--- config.mk ---
export PLATFORM = sky130hd
export DESIGN_NAME = fix_msg_reader
export DESIGN_NICKNAME = d
export VERILOG_FILES = /design/src/rtl/fix_msg_reader.sv
export SDC_FILE = /design/constraint.sdc
export NUM_CORES = 1
export LEC_CHECK = 0
export CORE_MARGIN = 2
export CORE_UTILIZATION = 45
export DETAILED_ROUTE_END_ITERATION = 10
export GPL_TIMING_DRIVEN = 0
export PLACE_DENSITY = 0.71
export RECOVER_POWER = 25
export SLEW_MARGIN = 40
export SYNTH_ARGS = -nofsm -noshare
export SYNTH_HDL_FRONTEND = slang
export SYNTH_SLANG_ARGS = --single-unit
--- constraint.sdc ---
create_clock -name clk -period 4.25 [get_ports clk]
set_input_delay 0.6375 -clock clk [delete_from_list [all_inputs] [get_ports clk]]
set_output_delay 0.6375 -clock clk [all_outputs]
set_load 0.1 [all_outputs]
--- src/rtl/fix_msg_reader.sv ---
// Streams one stored FIX message from start to end address (inclusive, wrapping)
// through a 2-entry output buffer, then pulses release_o with the freed end address.
module fix_msg_reader #(
    parameter int DATA_WIDTH = 32,
    parameter int ADDR_WIDTH = 5
) (
    input  logic                  clk,
    input  logic                  rst,
    input  logic                  desc_valid_i,
    output logic                  desc_ready_o,
    input  logic [ADDR_WIDTH-1:0] start_addr_i,
    input  logic [ADDR_WIDTH-1:0] end_addr_i,
    output logic                  mem_rd_en_o,
    output logic [ADDR_WIDTH-1:0] mem_rd_addr_o,
    input  logic [DATA_WIDTH-1:0] mem_rd_data_i,
    output logic [DATA_WIDTH-1:0] data_o,
    output logic                  valid_o,
    input  logic                  ready_i,
    output logic                  sop_o,
    output logic                  eop_o,
    output logic                  release_o,
    output logic [ADDR_WIDTH-1:0] release_addr_o,
    output logic                  busy_o
);

    typedef enum logic [1:0] {IDLE, READ, DRAIN} state_t;

    state_t                  state_reg;
    logic [ADDR_WIDTH-1:0]   rd_addr_reg;
    logic [ADDR_WIDTH-1:0]   end_addr_reg;
    logic [ADDR_WIDTH:0]     remaining_reg;
    logic                    first_reg;
    logic                    inflight_reg;
    logic                    inflight_sop_reg;
    logic                    inflight_eop_reg;
    logic                    release_reg;
    logic [ADDR_WIDTH-1:0]   release_addr_reg;

    // Entry layout: {sop, eop, data}
    logic [DATA_WIDTH+1:0]   fifo_mem [2];
    logic                    wr_ptr_reg;
    logic                    rd_ptr_reg;
    logic [1:0]              count_reg;

    logic                    push;
    logic                    pop;
    logic                    issue;
    logic [2:0]              occ_next;
    logic [ADDR_WIDTH-1:0]   span;
    logic [DATA_WIDTH+1:0]   head;

    assign head     = fifo_mem[rd_ptr_reg];
    assign valid_o  = (count_reg != 2'd0);
    assign pop      = valid_o && ready_i;
    assign push     = inflight_reg;
    assign span     = end_addr_i - start_addr_i;

    // Words buffered plus words still in the RAM pipeline, after this cycle's pop.
    assign occ_next = 3'(count_reg) + 3'(inflight_reg) - 3'(pop);
    assign issue    = (state_reg == READ) && (occ_next < 3'd2);

    assign mem_rd_en_o    = issue;
    assign mem_rd_addr_o  = rd_addr_reg;
    assign data_o         = valid_o ? head[DATA_WIDTH-1:0] : '0;
    assign sop_o          = valid_o && head[DATA_WIDTH+1];
    assign eop_o          = valid_o && head[DATA_WIDTH];
    assign desc_ready_o   = (state_reg == IDLE);
    assign busy_o         = (state_reg != IDLE);
    assign release_o      = release_reg;
    assign release_addr_o = release_addr_reg;

    always_ff @(posedge clk) begin
        if (push) begin
            fifo_mem[wr_ptr_reg] <= {inflight_sop_reg, inflight_eop_reg, mem_rd_data_i};
        end
    end

    always_ff @(posedge clk) begin
        if (rst) begin
            state_reg        <= IDLE;
            rd_addr_reg      <= '0;
            end_addr_reg     <= '0;
            remaining_reg    <= '0;
            first_reg        <= 1'b0;
            inflight_reg     <= 1'b0;
            inflight_sop_reg <= 1'b0;
            inflight_eop_reg <= 1'b0;
            release_reg      <= 1'b0;
            release_addr_reg <= '0;
            wr_ptr_reg       <= 1'b0;
            rd_ptr_reg       <= 1'b0;
            count_reg        <= 2'd0;
        end else begin
            release_reg      <= 1'b0;
            inflight_reg     <= issue;
            inflight_sop_reg <= first_reg;
            inflight_eop_reg <= (remaining_reg == (ADDR_WIDTH+1)'(1));

            if (push) wr_ptr_reg <= ~wr_ptr_reg;
            if (pop)  rd_ptr_reg <= ~rd_ptr_reg;
            count_reg <= count_reg + 2'(push) - 2'(pop);

            case (state_reg)
                IDLE: begin
                    if (desc_valid_i) begin
                        rd_addr_reg   <= start_addr_i;
                        end_addr_reg  <= end_addr_i;
                        // end == start-1 yields a full-depth message
                        remaining_reg <= {1'b0, span} + (ADDR_WIDTH+1)'(1);
                        first_reg     <= 1'b1;
                        state_reg     <= READ;
                    end
                end
                READ: begin
                    if (issue) begin
                        rd_addr_reg   <= rd_addr_reg + ADDR_WIDTH'(1);
                        remaining_reg <= remaining_reg - (ADDR_WIDTH+1)'(1);
                        first_reg     <= 1'b0;
                        if (remaining_reg == (ADDR_WIDTH+1)'(1)) begin
                            state_reg <= DRAIN;
                        end
                    end
                end
                DRAIN: begin
                    if (pop && head[DATA_WIDTH]) begin
                        release_reg      <= 1'b1;
                        release_addr_reg <= end_addr_reg;
                        state_reg        <= IDLE;
                    end
                end
                default: state_reg <= IDLE;
            endcase
        end
    end

endmodule

==> impl_results.md, run 1 <==
* Status: finished clean
* PostCTS Resize Cnt at 0
* Hold_ws at 0.436 ns
* Post-layout util at 58.4%
* Fin crit share at 90.0%
* Required time of the worst setup path at 3.61 ns
* Yosys Warn Count at 0
* Vias/cell at 5.00
* Setup TNS at 0 ns
* Cts bufs inserted at 9
* HP Class: register to register
* Vias in the first global route at 2799
* Die H at 102 µm
* Critical Path Source Type: input pin
* Largest cells by area after synthesis: edfxtp_1 48%, dfxtp_1 15%, mux2i_1 9.4%
* Final-report max-slew violation count at 0
* Asr flop ratio synth at 0%
* Diodes inserted at 0
* Cells on worst reg2reg path at 11
* CP Max Fanout at 4
* Max_cap viols at 0
* Post-layout net count at 517
* Max FFs per register at 68
* Core footprint at 0.00924 mm²
* Initial antenna violation count at 0
* Largest net degree at the start of global routing at 23
* Post-route ant nets at 0
* Drc violations at 0
* Post-synth EDFFs at 68
* Sequential share of the synthesized area at 63.2%
* WHS Path Cells at 0
* Worst Setup End Kind: output pin
* Max rail drop VDD at 0.314 mV
* Initial Util at 46.3%
* Clock sinks at 101
* Input/output buffers at 93
* Final setup viols at 0
* PnR worst setup slack at 0.423 ns
* P per Cell Area at 743 mW/mm²
* CP Data Arrival Time at 3.19 ns
* Via count at 2967
* Flop-to-flop setup slack at 1.48 ns
* CTS clk-pin slew, worst paths at 0.10 ns
* Routed WL at 8630 µm
* Least-Margin Pin Slew at 0.570 ns
* Total congestion overflow at 0
* Area added between synthesis and finish at 26.2%
* Worst slack, placed at 0.410 ns
* Most frequent cells in the layout: 68 x edfxtp_1, 56 x buf_2, 54 x nor2_1, 40 x mux2i_1, 33 x dfxtp_1
* Max Clock Skew at 0.0102 ns
* Synth top area share at 47.7%
* Clock Tree Root: clkbuf_8
* Ports at 95
* Number of DRC markers in iteration 0 at 88
* Leak at 2.07 nW
* Die Area at 0.0103 mm²
* Post-Synthesis Cell Area at 0.00428 mm²
* RSZ-0062 raised after global routing: no
* Period minus WS final at 3.83 ns
* Seq cells post-synth at 101
* Die width at 102 µm
* Netlist cell types at 40
* Synthesized Nets at 410
* Post-CTS Hold Fix Bufs at 0
* Critical path class: input pin to output pin
* GRT Total Usage at 16.9%
* Drt wl/cell at 14.5 µm
* Rel. slew slack at 61.9%
* Final hold vios at 0
* Most common cell after layout, fill and taps aside: edfxtp_1
* Maximum clock rate at 261 MHz
* CTS tree: done
* Drt first pass iters at 4
* CTS max path bufs at 2
* Layout cells sized above 1 at 17.2%
* Gate Count Post-Synth at 352
* Htree depth at 3
* Cell taking the most area after synthesis: edfxtp_1
* First-pass GRT wire length at 13400 µm
* Worst-Skew Late Latency at 0.37 ns
* Synth Area per Inst at 12.2 µm²
* Predominant post-synthesis flop cell: edfxtp_1
* GP Congestion at 0.806
* # rows at 35
* Setup Buffers After CTS at 0
* DPL Wire Length at 6290 µm
## final cells by class
cell class / instances / area [µm²]
fillers: 790 / 3840
clock buffers: 10 / 128
multi-input cells: 218 / 1450
plain buffers: 16 / 72.6
clock inverters: 6 / 55.1
repair buffers: 96 / 768
inverters: 17 / 63.8
well taps: 129 / 161
flip-flops and latches: 101 / 2700
## cells by family after synthesis
group           count (synthesis)  share of synthesized area, %
xor+xnor                        9                          1.84
fa+ha+maj                      12                          3.86
mux                            40                          9.36
buf+inv                        33                          3.19
simple gates                  112                          12.5
flops                         101                          63.2
compound gates                 45                          6.11
## synthesized netlist by cell type, types with 3 or more instances
cell type	n
edfxtp_1	68
nor2_1	54
mux2i_1	40
dfxtp_1	33
a21oi_1	23
nand2_1	22
inv_1	17
ha_1	10
clkbuf_1	8
buf_2	7
nor2b_1	7
nand3_1	6
o21ai_1	6
xnor2_1	5
a31oi_1	4
and2_1	4
nand3b_1	4
xor2_1	4
nor3_1	3
o31ai_1	3
## worst max-delay path, stage by stage
cell and delay, ns:
clkdlybuf4s50_1 0.40, o21ai_1 0.14, inv_1 0.07, ha_1 0.28
inv_1 0.04, ha_1 0.18, fa_1 0.51, nor3b_2 0.27
nand2_1 0.16, inv_1 0.08, buf_2 0.42
## layer usage
metal / track usage (%) / share of wire [%] / vias up
met5: 0 / 0 / -
met4: 4.47 / 0.71 / 0
met3: 4.42 / 6.1 / 7
met2: 28.3 / 48 / 109
met1: 21.9 / 45 / 1396
li1: - / - / 1455
## path summary, 6_finish.rpt
check,start,to
worst min register to register,inflight_sop_reg,fifo_mem[0][33]
worst max register to register,count_reg[1],remaining_reg[2]
worst max-delay path,ready_i,mem_rd_en_o
worst min-delay path,inflight_sop_reg,fifo_mem[0][33]
## metrics by stage
step	power, mW	std cells	cell area, µm²
5_1_grt	4.20	593	5400
3_3_place_gp	3.58	574	5370
3_5_place_dp	3.48	577	5220
6_report	4.01	593	5400
4_1_cts	4.06	593	5400
2_1_floorplan	3.07	352	4280
## power breakdown
part	internal [mW]	total [mW]	switching, mW	leakage, nW
combinational	0.446	2.20	1.75	1.09
clock	0.225	0.572	0.348	0.0934
sequential	1.17	1.24	0.0684	0.886
Note: power is estimated with default switching activity, not from simulation.
==> run 2, diff against run 1 <==
==> constraint.sdc (replaced) <==
create_clock -name clk -period 4.2 [get_ports clk]
set_input_delay 0.63 -clock clk [delete_from_list [all_inputs] [get_ports clk]]
set_output_delay 0.63 -clock clk [all_outputs]
set_load 0.1 [all_outputs]
==> results of run 2 <==
The final DEF is identical to that of run 1. Status: finished clean.
Among the figures that moved: setup slack after placement 0.410 ns -> 0.375 ns; setup slack after layout 0.423 ns -> 0.388 ns; register-to-register setup slack 1.48 ns -> 1.43 ns; total power 4.01 mW -> 4.06 mW; worst IR drop on VDD 0.314 mV -> 0.318 mV
==> run 3, diff against run 2 <==
--- a/config.mk
+++ b/config.mk
@@ -7,6 +7,7 @@
 export LEC_CHECK = 0
 export CORE_MARGIN = 2
 export CORE_UTILIZATION = 45
+export CTS_BUF_LIST = sky130_fd_sc_hd__clkbuf_8
 export DETAILED_ROUTE_END_ITERATION = 10
 export GPL_TIMING_DRIVEN = 0
 export PLACE_DENSITY = 0.71
==> impl_results.md, run 3 (synthesis gave the netlist of run 1 again) <==
* Status: finished clean
* Input/output buffers at 93 (unchanged)
* Most common cell after layout, fill and taps aside: edfxtp_1
* First-pass GRT wire length at 13400 µm (unchanged)
* Htree depth at 3 (unchanged)
* Required time of the worst setup path at 3.57 ns
* Max FFs per register at 68 (unchanged)
* Area of the multi-input gates at 0.00145 mm² (unchanged)
* Area after DPL at 0.00522 mm² (unchanged)
* Drt first pass iters at 4 (unchanged)
* Clock sinks at 101 (unchanged)
* Total congestion overflow at 0 (unchanged)
* PostCTS Resize Cnt at 0 (unchanged)
* Register Area at 0.00270 mm² (unchanged)
* CP Cell Sequence: clkdlybuf4s50_1, o21ai_1, inv_1, ha_1, inv_1, ha_1, fa_1, nor3b_2, nand2_1, inv_1, buf_2
* Overall power at 4.06 mW
* Critical path class: input pin to output pin
* Critical Path Max Stage Delay at 0.51 ns (about the same)
* Least-Margin Pin Slew at 0.570 ns (unchanged)
* Most frequent cells in the layout: 68 x edfxtp_1, 56 x buf_2, 54 x nor2_1, 40 x mux2i_1, 33 x dfxtp_1
* Core footprint at 0.00924 mm² (unchanged)
* CTS tree: done
* Die Area at 0.0103 mm² (unchanged)
* Ports at 95 (unchanged)
* Gate power share at 54.8% (about the same)
* Fin crit share at 90.8%
* Worst Setup End Kind: output pin
* GRT Total Usage at 16.9% (unchanged)
* Max_cap viols at 0 (unchanged)
* Max Clock Skew at 0.0129 ns (+0.00266 ns)
* Final setup viols at 0 (unchanged)
* Maximum clock rate at 262 MHz
* Slowest cell on the critical path: fa_1
* Switching power at 2.20 mW
* Worst slack, placed at 0.375 ns
* CTS max path bufs at 2 (unchanged)
* Sw Share at 54.1%
* Post-layout net count at 517 (unchanged)
* Cts bufs inserted at 9 (unchanged)
* P per Cell Area at 752 mW/mm²
* RSZ-0062 raised after global routing: no
* Diodes inserted at 0 (unchanged)
* Post-route ant nets at 0 (unchanged)
* Final hold vios at 0 (unchanged)
* Initial antenna violation count at 0 (unchanged)
* Post-Layout Inst Area at 0.00540 mm² (unchanged)
* Worst path most repeated cell: inv_1
* GP Congestion at 0.806 (unchanged)
* Routed WL at 8640 µm (+0.15%)
* Internal Power at 1.87 mW
* Number of DRC markers in iteration 0 at 88 (unchanged)
* Rel. slew slack at 61.9% (unchanged)
* Drc violations at 0 (unchanged)
* Max rail drop VDD at 0.318 mV
* DPL Wire Length at 6290 µm (unchanged)
* Die width at 102 µm (unchanged)
* Period minus WS final at 3.81 ns
* Vias in the first global route at 2799 (unchanged)
* Clock power share at 14.2% (about the same)
* Via count at 2970 (+0.10%)
* Hold_ws at 0.436 ns (unchanged)
* Leak at 2.07 nW (+0.20%)
* # rows at 35 (unchanged)
* CP Max Fanout at 4 (unchanged)
* Layout cells sized above 1 at 17.2% (unchanged)
* Seq pwr share at 31.0% (about the same)
* Worst-Skew Late Latency at 0.37 ns (about the same)
* Vias/cell at 5.01 (+0.10%)
* Fillers at 790 (unchanged)
* Post-CTS Hold Fix Bufs at 0 (unchanged)
* PnR worst setup slack at 0.388 ns
* Final-report max-slew violation count at 0 (unchanged)
* CP Data Arrival Time at 3.18 ns
* Die H at 102 µm (unchanged)
* Initial Util at 46.3% (unchanged)
* Setup Buffers After CTS at 0 (unchanged)
* Area added between synthesis and finish at 26.2% (unchanged)
* CTS clk-pin slew, worst paths at 0.10 ns (about the same)
* Clock Tree Root: clkbuf_8
* Largest net degree at the start of global routing at 23 (unchanged)
* Critical Path Source Type: input pin
* HP Class: register to register
* Drt wl/cell at 14.6 µm (+0.15%)
## run 3: changes by cell type in the layout (fill, tap and decap cells not counted)
cell	delta
inv_1	+1
clkbuf_1	-1
## run 3: cell type report
| type | instances | area share (%) |
|---|---|---|
| plain buffers | 16 | 1.34 |
| flip-flops and latches | 101 | 50.0 |
| multi-input cells | 218 | 26.8 |
| well taps | 129 | 2.99 |
| inverters | 17 | 1.18 |
| clock inverters | 7 | 1.09 |
| repair buffers | 96 | 14.2 |
| clock buffers | 9 | 2.29 |
## run 3: through the flow
step	util, %	std cells	TNS [ns]
2_1_floorplan	-	352	0
3_3_place_gp	58.1	574	-0.315
3_5_place_dp	56.5	577	0
4_1_cts	58.4	593	0
5_1_grt	58.4	593	0
6_report	58.4	593	0
## run 3: per-layer routing
layer  track usage, %  share of wire (%)  vias up
met5                0                  0        -
met4             4.47               0.71        0
met3             4.42                5.9        7
met2             28.3                 48      107
met1             21.9                 46     1400
li1                 -                  -     1456
## run 3: power groups by stage
stage               combinational (mW)  sequential, mW  clock, mW
finish                            2.22            1.26      0.578
global route                      2.34            1.27      0.636
detailed placement                2.24            1.28          0
CTS                               2.25            1.26      0.598
floorplan                         1.76            1.35          0
global placement                  2.35            1.28          0
## run 3: worst max-delay path: cells and delay by family
kind,cells,cell delay [ns]
AND/OR/NAND/NOR,2,0.43
AO/OA/AOI/OAI,1,0.14
buffers and inverters,5,1.01
adder cells (fa/ha/maj),3,0.97
## run 3: final timing paths
kind	from	to	slack, ns	depth (start not counted)
max	ready_i	mem_rd_en_o	0.39	11
min	inflight_sop_reg	fifo_mem[0][33]	0.44	0
max reg2reg	count_reg[1]	remaining_reg[2]	1.43	11
min reg2reg	inflight_sop_reg	fifo_mem[0][33]	0.44	0
